`src/rtl/tester_pkg.sv`:
```
// Shared definitions for the UART transmit arbiter: FSM state encoding and
// the default requester count and transaction timeout.
package tester_pkg;

    typedef enum logic [1:0] {
        IDLE      = 2'd0,
        WAIT_RDY  = 2'd1,
        WAIT_DONE = 2'd2
    } state_t;

    localparam int unsigned DEF_N_REQ       = 3;
    localparam int unsigned DEF_TIMEOUT_CYC = 100000;

endpackage

```
`src/rtl/uart_tx_arbiter_rr_picker.sv`:
```
// Combinational round-robin selector: first unmasked request at or above
// ptr, wrapping past the top requester back to zero.
module rr_picker
    import tester_pkg::*;
#(
    parameter int unsigned N_REQ = DEF_N_REQ
) (
    input  logic [N_REQ-1:0] req,
    input  logic [N_REQ-1:0] mask,
    input  logic [1:0]       ptr,
    output logic             valid,
    output logic [1:0]       idx
);

    localparam int unsigned IW = (N_REQ > 1) ? $clog2(N_REQ) : 1;

    logic [N_REQ-1:0] eff;

    assign eff = req & ~mask;

    always_comb begin
        valid = 1'b0;
        idx   = '0;
        for (int unsigned i = 0; i < N_REQ; i++) begin
            if (!valid && eff[IW'((32'(ptr) + i) % N_REQ)]) begin
                valid = 1'b1;
                idx   = 2'((32'(ptr) + i) % N_REQ);
            end
        end
    end

endmodule

```
`src/rtl/uart_tx_arbiter.sv`:
```
// Round-robin arbiter sharing one UART transmitter among N_REQ requesters,
// with an optional grant-to-completion timeout.
module uart_tx_arbiter
    import tester_pkg::*;
#(
    parameter int unsigned N_REQ       = DEF_N_REQ,
    parameter int unsigned TIMEOUT_CYC = DEF_TIMEOUT_CYC
) (
    input  logic                 in_clk,
    input  logic                 in_rst,
    input  logic [N_REQ-1:0]     req,
    input  logic [8*N_REQ-1:0]   req_data,
    output logic [N_REQ-1:0]     done,
    input  logic                 tx_busy,
    input  logic                 tx_done,
    output logic                 tx_start,
    output logic [7:0]           tx_data,
    output logic [1:0]           grant_id,
    output logic                 active,
    output logic                 timeout_err
);

    localparam bit              TO_EN    = (TIMEOUT_CYC > 0);
    localparam int unsigned     CW       = TO_EN ? $clog2(TIMEOUT_CYC + 1) : 1;
    localparam logic [CW-1:0]   CNT_LAST = TO_EN ? CW'(TIMEOUT_CYC - 1) : '0;

    state_t           state;
    logic [1:0]       rr_ptr;
    logic [CW-1:0]    cnt;
    logic             pick_valid;
    logic [1:0]       pick_idx;
    logic [7:0]       pick_byte;
    logic [N_REQ-1:0] grant_onehot;
    logic [1:0]       next_ptr;
    logic             timeout_hit;

    // The registered done pulse doubles as the mask, so a request still held
    // during its own done cycle cannot be granted again immediately.
    rr_picker #(.N_REQ(N_REQ)) u_picker (
        .req   (req),
        .mask  (done),
        .ptr   (rr_ptr),
        .valid (pick_valid),
        .idx   (pick_idx)
    );

    always_comb begin
        pick_byte    = '0;
        grant_onehot = '0;
        for (int unsigned i = 0; i < N_REQ; i++) begin
            if (32'(pick_idx) == i) pick_byte = req_data[8*i +: 8];
            grant_onehot[i] = (32'(grant_id) == i);
        end
    end

    assign next_ptr    = (32'(grant_id) == N_REQ - 1) ? 2'd0 : grant_id + 2'd1;
    assign timeout_hit = TO_EN && (cnt == CNT_LAST);

    always_ff @(posedge in_clk or negedge in_rst) begin
        if (!in_rst) begin
            state       <= IDLE;
            rr_ptr      <= '0;
            cnt         <= '0;
            tx_start    <= 1'b0;
            tx_data     <= '0;
            done        <= '0;
            grant_id    <= '0;
            active      <= 1'b0;
            timeout_err <= 1'b0;
        end else begin
            tx_start    <= 1'b0;
            done        <= '0;
            timeout_err <= 1'b0;
            case (state)
                IDLE: begin
                    if (pick_valid) begin
                        state    <= WAIT_RDY;
                        grant_id <= pick_idx;
                        tx_data  <= pick_byte;
                        cnt      <= '0;
                        active   <= 1'b1;
                    end
                end
                WAIT_RDY: begin
                    // Timeout wins over a start in the same cycle: the byte is abandoned.
                    if (timeout_hit) begin
                        state       <= IDLE;
                        active      <= 1'b0;
                        done        <= grant_onehot;
                        timeout_err <= 1'b1;
                        rr_ptr      <= next_ptr;
                    end else begin
                        if (!tx_busy) begin
                            tx_start <= 1'b1;
                            state    <= WAIT_DONE;
                        end
                        if (TO_EN) cnt <= cnt + 1'b1;
                    end
                end
                WAIT_DONE: begin
                    if (tx_done) begin
                        state  <= IDLE;
                        active <= 1'b0;
                        done   <= grant_onehot;
                        rr_ptr <= next_ptr;
                    end else if (timeout_hit) begin
                        state       <= IDLE;
                        active      <= 1'b0;
                        done        <= grant_onehot;
                        timeout_err <= 1'b1;
                        rr_ptr      <= next_ptr;
                    end else if (TO_EN) begin
                        cnt <= cnt + 1'b1;
                    end
                end
                default: begin
                    state  <= IDLE;
                    active <= 1'b0;
                end
            endcase
        end
    end

endmodule

```
`config.mk`:
```
export PLATFORM = sky130hd
export DESIGN_NAME = uart_tx_arbiter
export DESIGN_NICKNAME = d
export VERILOG_FILES = /design/src/rtl/tester_pkg.sv /design/src/rtl/uart_tx_arbiter_rr_picker.sv /design/src/rtl/uart_tx_arbiter.sv
export SDC_FILE = /design/constraint.sdc
export NUM_CORES = 1
export LEC_CHECK = 0
export CORE_ASPECT_RATIO = 0.6
export CORE_MARGIN = 1
export CORE_UTILIZATION = 26
export DETAILED_ROUTE_END_ITERATION = 7
export PLACE_DENSITY = 0.58
export SETUP_SLACK_MARGIN = 0.02
export SLEW_MARGIN = 0
export SYNTH_ARGS = -nofsm -noshare
export SYNTH_HDL_FRONTEND = slang
export SYNTH_SLANG_ARGS = --single-unit
export TNS_END_PERCENT = 10
```
`constraint.sdc`:
```
create_clock -name in_clk -period 5.5 [get_ports in_clk]
set_input_delay 1.1 -clock in_clk [delete_from_list [all_inputs] [get_ports in_clk]]
set_output_delay 1.1 -clock in_clk [all_outputs]
set_load 0.03 [all_outputs]
```
==> metrics.csv <==
metric;value;unit
Area Overhead vs Synth;32.9;%
Via Count;1985;
Hold Crit Start;tx_data[6];
drt pass-1 iters;4;
first-pass GRT wire length;9430;µm
Die Span Y;73.6;µm
wire per inst;14.0;µm
sequential area share after synthesis;0.417;
largest net degree at the start of global routing;38;
Total GRT Usage;0.134;
crit path kind;primary input to register;
die area;8930;µm²
Setup Skew;6.02;ps
core area;8070;µm²
leading area contributor after synthesis;dfrtp_1;
DRT Wirelength;5590;µm
IO Count;47;
root buffer cell;clkbuf_16;
normalized max-slew margin;0.443;
fraction of layout cells with a size suffix above 1;0.0619;
share of Yosys cell area claimed by the top area cell type;0.417;
maxcap violations;0;
Syn Nets;287;
commonest non-fill, non-tap cell in the layout;clkdlybuf4s50_1;
Async SR Flop Fraction;1.00;
CP endpoint kind;register;
Horiz. Die Dim;121;µm
Synth Register Bits;37;
number of buffers inserted by post-CTS setup repair;0;
Reg2Reg Setup Slack;2660;ps
ANT nets after route;0;
WHS;482;ps
commonest non-fill, non-tap cells in the layout;clkdlybuf4s50_1, dfrtp_1, o21ai_0, nand2_1, nor2_1;
outcome;complete, no violations;
Crit Path Max Fanout;14;
Via density;4.97;
Num CTS Buffers;5;
Critical Path Start Type;primary input;
ant diodes;0;
CTS Sinks;37;
Setup TNS;0;ps
warnings from Yosys;0;
CTS tree;yes;
Max IR drop VDD;0.000212;V
hold path endpoint;tx_data[6];
Post-Syn Instances;248;
worst slew pin tran;835;ps
CTS resizes;0;
Hold Vio Cnt, Final;0;
Hold Crit Depth;2;
final std cells w/o fill;399;
Main synth FF type;dfrtp_1;
initial antenna violation count;0;
initial detailed-routing violation count;146;
RSZ-0062 raised after global routing;no;
Worst-path clk slew;60;ps
RR Startpoint;rr_ptr[0];
DRC violations left;0;
Post-synth EDFFs;0;
Tcrit/Tclk final;0.609;
Worst Reg-to-Reg Cells;8;
RePlAce Congestion;0.826;
CTS Buffer Depth;2;
Hold WC Path Type;register to register;
Clock Latency Late Sink;280;ps
R2R Path End;cnt[3];
H-tree Lvls;2;
Synth Area per Inst;8.96;µm²
WP data required;5680;ps
min Tclk post-route;3350;ps
fin nets;329;
Site Rows;25;
vias in the first global route;1912;
Cell Area, Synth;2220;µm²
CP arrival;3530;ps
Leak Pwr;1.21;nW
f_max;299;MHz
GRT overflow;0;
Initial Util;0.275;
Setup violations, final;0;
most area-consuming cells after synthesis;dfrtp_1, o21ai_0, ha_1;
I/O Buffers;46;
DP HPWL;4040;µm
P per Cell Area;536;nW/µm²
cell count after placement;391;
unique cell type count in the Yosys netlist;46;
hold_buf cts;0;
max-slew violations;0;
## how the worst max path moves through the flow
stage                       from  endpoint  slack, ps  depth (start not counted)
after floorplan           req[0]   cnt[10]       2660                          7
after global placement    req[0]    cnt[3]       1950                          7
after detailed placement  req[0]   cnt[13]       1870                          7
after CTS                 req[0]    cnt[9]       2170                          7
after global routing      req[2]    cnt[9]       2050                          7
final                     req[0]    cnt[3]       2150                          7
## power by group
group          switching, mW  internal, mW  total (mW)  leakage [nW]
sequential            0.0448         0.340       0.384         0.491
combinational          0.500         0.332       0.832         0.630
clock                  0.107         0.259       0.366        0.0938
## stage by stage
stage	utilization	total power, mW	instance area, µm²	setup WS [ps]
after detailed placement	0.342	1.22	2760	1870
after CTS	0.366	1.59	2950	2170
final	0.366	1.58	2950	2150
after floorplan	-	0.997	2220	2660
after global routing	0.366	1.70	2950	2050
after global placement	0.342	1.21	2760	1950
## flip-flops by register name, indices dropped and copies added, names as in the netlist
register / count
state: 2
grant_id: 2
cnt: 17
active: 1
tx_data: 8
done: 3
tx_start: 1
rr_ptr: 2
timeout_err: 1
## cell usage after synthesis (2+ instances only)
| cell type | number |
|---|---|
| a22o_1 | 2 |
| a31oi_1 | 3 |
| nor3b_1 | 2 |
| nor3_1 | 4 |
| nor2b_1 | 2 |
| and4_1 | 2 |
| or3_1 | 5 |
| mux2i_1 | 6 |
| a21o_1 | 3 |
| o211ai_1 | 3 |
| nor2_1 | 20 |
| nand3_1 | 7 |
| o21ai_0 | 33 |
| nand4_1 | 6 |
| nand2b_1 | 7 |
| and2_1 | 7 |
| nor4bb_1 | 2 |
| o41ai_1 | 3 |
| o31ai_1 | 10 |
| dfrtp_1 | 37 |
| nand2_1 | 25 |
| o21ai_1 | 2 |
| mux2_2 | 5 |
| a211o_1 | 2 |
| clkbuf_1 | 9 |
| inv_1 | 8 |
| or2b_1 | 2 |
| a21oi_1 | 6 |
| ha_1 | 8 |
## kinds of logic after synthesis
logic type	Yosys count	synth area share
adder cells (fa/ha/maj)	8	0.0450
flip-flops	37	0.417
AO/OA/AOI/OAI	73	0.208
AND/OR/NAND/NOR	100	0.242
multiplexers	11	0.0524
buffers and inverters	19	0.0360
## per-layer routing
metal,wire length (µm),GRT usage,share of wire
met1,3150,0.210,0.56
met2,2080,0.181,0.37
met3,329,0.0326,0.059
met4,29,0.0288,0.0052
met5,0,0,0
## area by class of cell
| type | count | area (µm²) |
|---|---|---|
| clock inverter | 3 | 65.1 |
| clock buffer | 5 | 125 |
| inverter | 8 | 30.0 |
| tap | 108 | 135 |
| timing repair buffer | 46 | 455 |
| multi-input combinational | 192 | 1220 |
| fill | 823 | 5120 |
| sequential | 37 | 926 |
## worst max-delay path: stages
cell,delay (ps)
clkdlybuf4s50_1,470
or2b_1,250
o32a_1,340
and4b_4,240
a211o_1,470
or2_4,370
o41ai_2,280
(Power assumes the default switching activity.)
==> variant 1 (same settings) <==
Re-encode `state_t` (3 states) as one-hot, 3 bits wide.
--- a/src/rtl/tester_pkg.sv
+++ b/src/rtl/tester_pkg.sv
@@ -2,10 +2,10 @@
 // the default requester count and transaction timeout.
 package tester_pkg;
 
-    typedef enum logic [1:0] {
-        IDLE      = 2'd0,
-        WAIT_RDY  = 2'd1,
-        WAIT_DONE = 2'd2
+    typedef enum logic [2:0] {
+        IDLE      = 3'b001,
+        WAIT_RDY  = 3'b010,
+        WAIT_DONE = 3'b100
     } state_t;
 
     localparam int unsigned DEF_N_REQ       = 3;
Check against the original RTL: no difference found for any inputs over 4 cycles, from zero or initial values and one cycle with in_rst low; so few cycles prove little.
==> variant 1 against the unedited design <==
Sequential power up 6.8%; routed wire length up 4.1%; critical endpoint is now tx_data[1]$_DFFE_PN0P_; power down 12%; global-route usage up 0.80 points; final area up 0.13%; combinational power down 17%; core utilization down 0.37 points; synthesized area up 2.0%; setup slack better by 0.023 ns; sequential cell count up 1.
==> variant 1: results (changes against the unedited design) <==
[finish]
flops_and_latches=38  ; was 37
multi_input_area_share_pct=42.1  ; was 41.2%
finalInstanceArea_mm2=0.00296  ; was 0.00295 mm2
num-fill-cells=842  ; was 823
nMultiInputCombCells=184  ; was 192
nNonClkBuffers=47  ; was 46
drive_gt1_share_pct=10.3  ; was 6.19%
reg_top3=cnt: 17 flops, tx_data: 8 flops  ; was cnt: 17 flops, tx_data: 8 flops, done: 3 flops
clock_area_share_pct=4.99  ; was 6.44%
nets=315  ; was 329
sh_seq_area_pct=32.2  ; was 31.4%
inv_count=4  ; was 8

[power_and_ir_drop]
leakage_nw=1.21  ; about the same
ir_worst_vdd_mv=0.187  ; was 0.212 mV
swShare_pct=43.0  ; was 41.2%
clockPowerShare_pct=21.1  ; was 23.1%
seq_power_share_pct=29.3  ; was 24.3%

[worst_setup_path]
r2r_slack_ns=2.54  ; was 2.66 ns
slowest_delay_ns=0.53  ; was 0.47 ns
setup.worst_path.end=tx_data[1]$_DFFE_PN0P_  ; was cnt[3]$_DFFE_PN0P_
path_delay_family=simple AND/OR/NAND/NOR gates  ; was compound AO/OA/AOI/OAI gates
cp.arrival_ns=3.46  ; was 3.53 ns
crit_start=req[1]  ; was req[0]
cp_max_fo=16  ; was 14
timing.rr.end=tx_data[1]$_DFFE_PN0P_  ; was cnt[3]$_DFFE_PN0P_

[grt]
grt_util_met1_pct=20.8  ; was 21.0%
use_met3_pct=5.83  ; was 3.26%
track_usage_pct=14.2  ; was 13.4%
grt_pass1_vias=1935  ; was 1912
grt_max_degree=39  ; was 38

[status]
outcome=completed  ; unchanged

[synthesis]
synth-xor-area-share_pct=1.55  ; was 0%
syn-num-nets=271  ; was 287
synth_mux_area_share_pct=4.20  ; was 5.24%
seq_area_frac_synth_pct=42.0  ; was 41.7%
synth_commonest_cells=dfrtp_1 (37), nand2_1 (28), nor2_1 (19)  ; was dfrtp_1 (37), o21ai_0 (33), nand2_1 (25)
synthAdderAreaFrac_pct=2.21  ; was 4.50%
ys_types=55  ; was 46
synthTopCellsByArea=dfrtp_1 (41%), nand2_1 (4.6%), nor2_1 (3.1%)  ; was dfrtp_1 (42%), o21ai_0 (7.4%), ha_1 (4.5%)

[drt]
routed-wl-met3_um=513  ; was 329 um
dr_wl_met2_mm=2.21  ; was 2.08 mm
first_iter_violations=96  ; was 146
drt-vias-per-instance=5.01  ; was 4.97
routed_wl_mm=5.82  ; was 5.59 mm

[placed_design]
placed_cell_area_mm2=0.00281  ; was 0.00276 mm2
gp_congestion=0.824  ; was 0.826
place_hpwl_mm=4.35  ; was 4.04 mm

[sta]
tightestPinTransition_ns=0.871  ; was 0.835 ns
fin_skew_ns=0.00492  ; was 0.00602 ns

==> variant 1: changes by cell type in the layout (fill, tap and decap cells not counted), moves of 5 or more <==
cell,delta
and3_1,+6
a211oi_1,+5
o31ai_1,-5
o21ai_0,-25
or4_1,+7
==> variant 1: worst reg2reg max path, delay by kind of cell, from the launching register on <==
kind	cells	cell delay [ns]
buf+inv	1	0.08
compound gates	3	0.48
fa+ha+maj	1	0.42
flops	1	0.35
simple gates	3	1.48
==> variant 1: per-stage QoR <==
stage / total power [mW] / std cells / util, % / worst slack (ns)
2_1_floorplan: 0.913 / 236 / - / 2.62
3_3_place_gp: 1.10 / 381 / 34.4 / 1.95
3_5_place_dp: 1.11 / 381 / 34.4 / 1.87
4_1_cts: 1.41 / 389 / 36.2 / 2.15
5_1_grt: 1.49 / 389 / 36.2 / 1.91
6_report: 1.40 / 389 / 36.2 / 2.18
==> variant 2 (config.mk and constraints unchanged) <==
Without the edit above. Change the package constant `DEF_TIMEOUT_CYC` from 100000 to 200000.
--- a/src/rtl/tester_pkg.sv
+++ b/src/rtl/tester_pkg.sv
@@ -9,7 +9,7 @@
     } state_t;
 
     localparam int unsigned DEF_N_REQ       = 3;
-    localparam int unsigned DEF_TIMEOUT_CYC = 100000;
+    localparam int unsigned DEF_TIMEOUT_CYC = 200000;
 
 endpackage
 
Behaviour: same outputs for any inputs over 4 cycles, from zero or initial values and one cycle with in_rst low; that may be too few to reach the edited logic, so the function may still have changed.
==> variant 2 against the unedited design <==
Setup slack better by 0.053 ns; power rose by 4.6%; via count grew 6.5%; routed wire length up 11%; combinational power is 9.6% higher; synthesized area grew 9.9%; final area up 6.6%; count of clock-buffer cells in the layout grew 1; sequential cell count up 1; largest cell class unchanged.
==> variant 2: results (changes against the unedited design) <==
[grt]
grt_max_degree=39  ; was 38
grt_pass1_wl_mm=10.7  ; was 9.43 mm
track_usage_pct=14.1  ; was 13.4%

[worst_setup_path]
timing.rr.end=cnt[16]$_DFFE_PN0P_  ; was cnt[3]$_DFFE_PN0P_
cp.arrival_ns=3.47  ; was 3.53 ns
cp_max_fo=12  ; was 14
r2r_slack_ns=2.65  ; was 2.66 ns
cp-start-kind=primary input  ; unchanged

[finish]
nets=335  ; was 329
reg_top3=cnt: 18 flops, tx_data: 8 flops, done: 3 flops  ; was cnt: 17 flops, tx_data: 8 flops, done: 3 flops

[power_and_ir_drop]
ir_worst_vdd_mv=0.217  ; was 0.212 mV
leakage_nw=1.27  ; was 1.21 nW

[synthesis]
ys_types=59  ; was 46
synth_commonest_cells=dfrtp_1 (38), nand2_1 (28), o31ai_1 (20)  ; was dfrtp_1 (37), o21ai_0 (33), nand2_1 (25)
syn-num-nets=295  ; was 287
seq_area_frac_synth_pct=38.9  ; was 41.7%
synthTopCellsByArea=dfrtp_1 (39%), o31ai_1 (6.1%), nand2_1 (4.3%)  ; was dfrtp_1 (42%), o21ai_0 (7.4%), ha_1 (4.5%)

[status]
outcome=completed  ; unchanged

[placed_design]
gp_congestion=0.847  ; was 0.826
place_hpwl_mm=4.54  ; was 4.04 mm

[drt]
routed_wl_mm=6.20  ; was 5.59 mm
first_iter_violations=194  ; was 146
vias=2114  ; was 1985

[sta]
tightestPinTransition_ns=0.889  ; was 0.835 ns

[worst_hold_path]
hold_end=tx_data[3]$_DFFE_PN0P_  ; was tx_data[6]$_DFFE_PN0P_

[variant 2: changes by cell type after synthesis, sizes merged, moves of 4 or more]
cell and change:
o221ai +5, nor2 -5, or3 -4, buf +8, clkbuf -5, o31ai +10
nor4 +4, nand3 +6, o21a +4, o21ai -22
[variant 2: critical path, stage by stage]
cell	delay [ns]
clkdlybuf4s50_1	0.56
nand2b_1	0.17
o221ai_1	0.21
o31a_1	0.29
o21a_2	0.26
nand3_1	0.40
o41ai_1	0.48
[variant 2: worst max-delay path by stage]
stage          cells after the start                     end  slack, ns   start
2_1_floorplan                      6  tx_data[5]$_DFFE_PN0P_       2.85  req[0]
3_3_place_gp                       7     cnt[16]$_DFFE_PN0P_       1.98  req[1]
3_5_place_dp                       7     cnt[11]$_DFFE_PN0P_       1.92  req[1]
4_1_cts                            7     cnt[11]$_DFFE_PN0P_       2.22  req[1]
5_1_grt                            7     cnt[16]$_DFFE_PN0P_       1.94  req[1]
6_report                           7     cnt[16]$_DFFE_PN0P_       2.21  req[1]
[variant 2: logic make-up (layout without fill, tap and decap cells)]
| group | count (synthesis) | count (layout) | synth area share, % |
|---|---|---|---|
| AO/OA/AOI/OAI | 67 | 67 | 20.2 |
| adder cells (fa/ha/maj) | 8 | 8 | 4.10 |
| buffers and inverters | 22 | 62 | 4.66 |
| flip-flops | 38 | 38 | 38.9 |
| multiplexers | 12 | 12 | 5.17 |
| AND/OR/NAND/NOR | 109 | 109 | 26.9 |
[variant 2: where the power goes]
part | internal, mW | switching [mW]
Sequential | 0.349 | 0.0545
Combinational | 0.369 | 0.543
Clock | 0.224 | 0.117
Total | 0.942 | 0.714
[variant 2: area by class of cell]
type | count | share of cell area [%]
Sequential cell | 38 | 30.2
Timing Repair Buffer | 47 | 14.7
Inverter | 8 | 0.954
Clock inverter | 1 | 0.954
Tap cell | 126 | 5.01
Clock buffer | 6 | 4.41
Multi-Input combinational cell | 196 | 43.8
[variant 2: stage by stage]
step                cell area, um2  hold slack (ns)  util, %  setup WS (ns)  std cells
detailed placement            2980            0.470     33.8           1.92        415
finish                        3150            0.482     35.7           2.21        422
global route                  3150            0.514     35.7           1.94        422
global placement              2980            0.462     33.8           1.98        415
CTS                           3150            0.483     35.7           2.22        422
floorplan                     2440            0.465        -           2.85        256
[variant 2: routing by layer]
layer	GRT usage (%)	routed length [um]	part of all wire, %	vias to the layer above
li1	-	-	-	1036
met1	19.9	3310	53	1021
met2	19.7	2470	40	51
met3	5.02	342	5.5	6
met4	4.64	81	1.3	0
met5	0	0	0	-
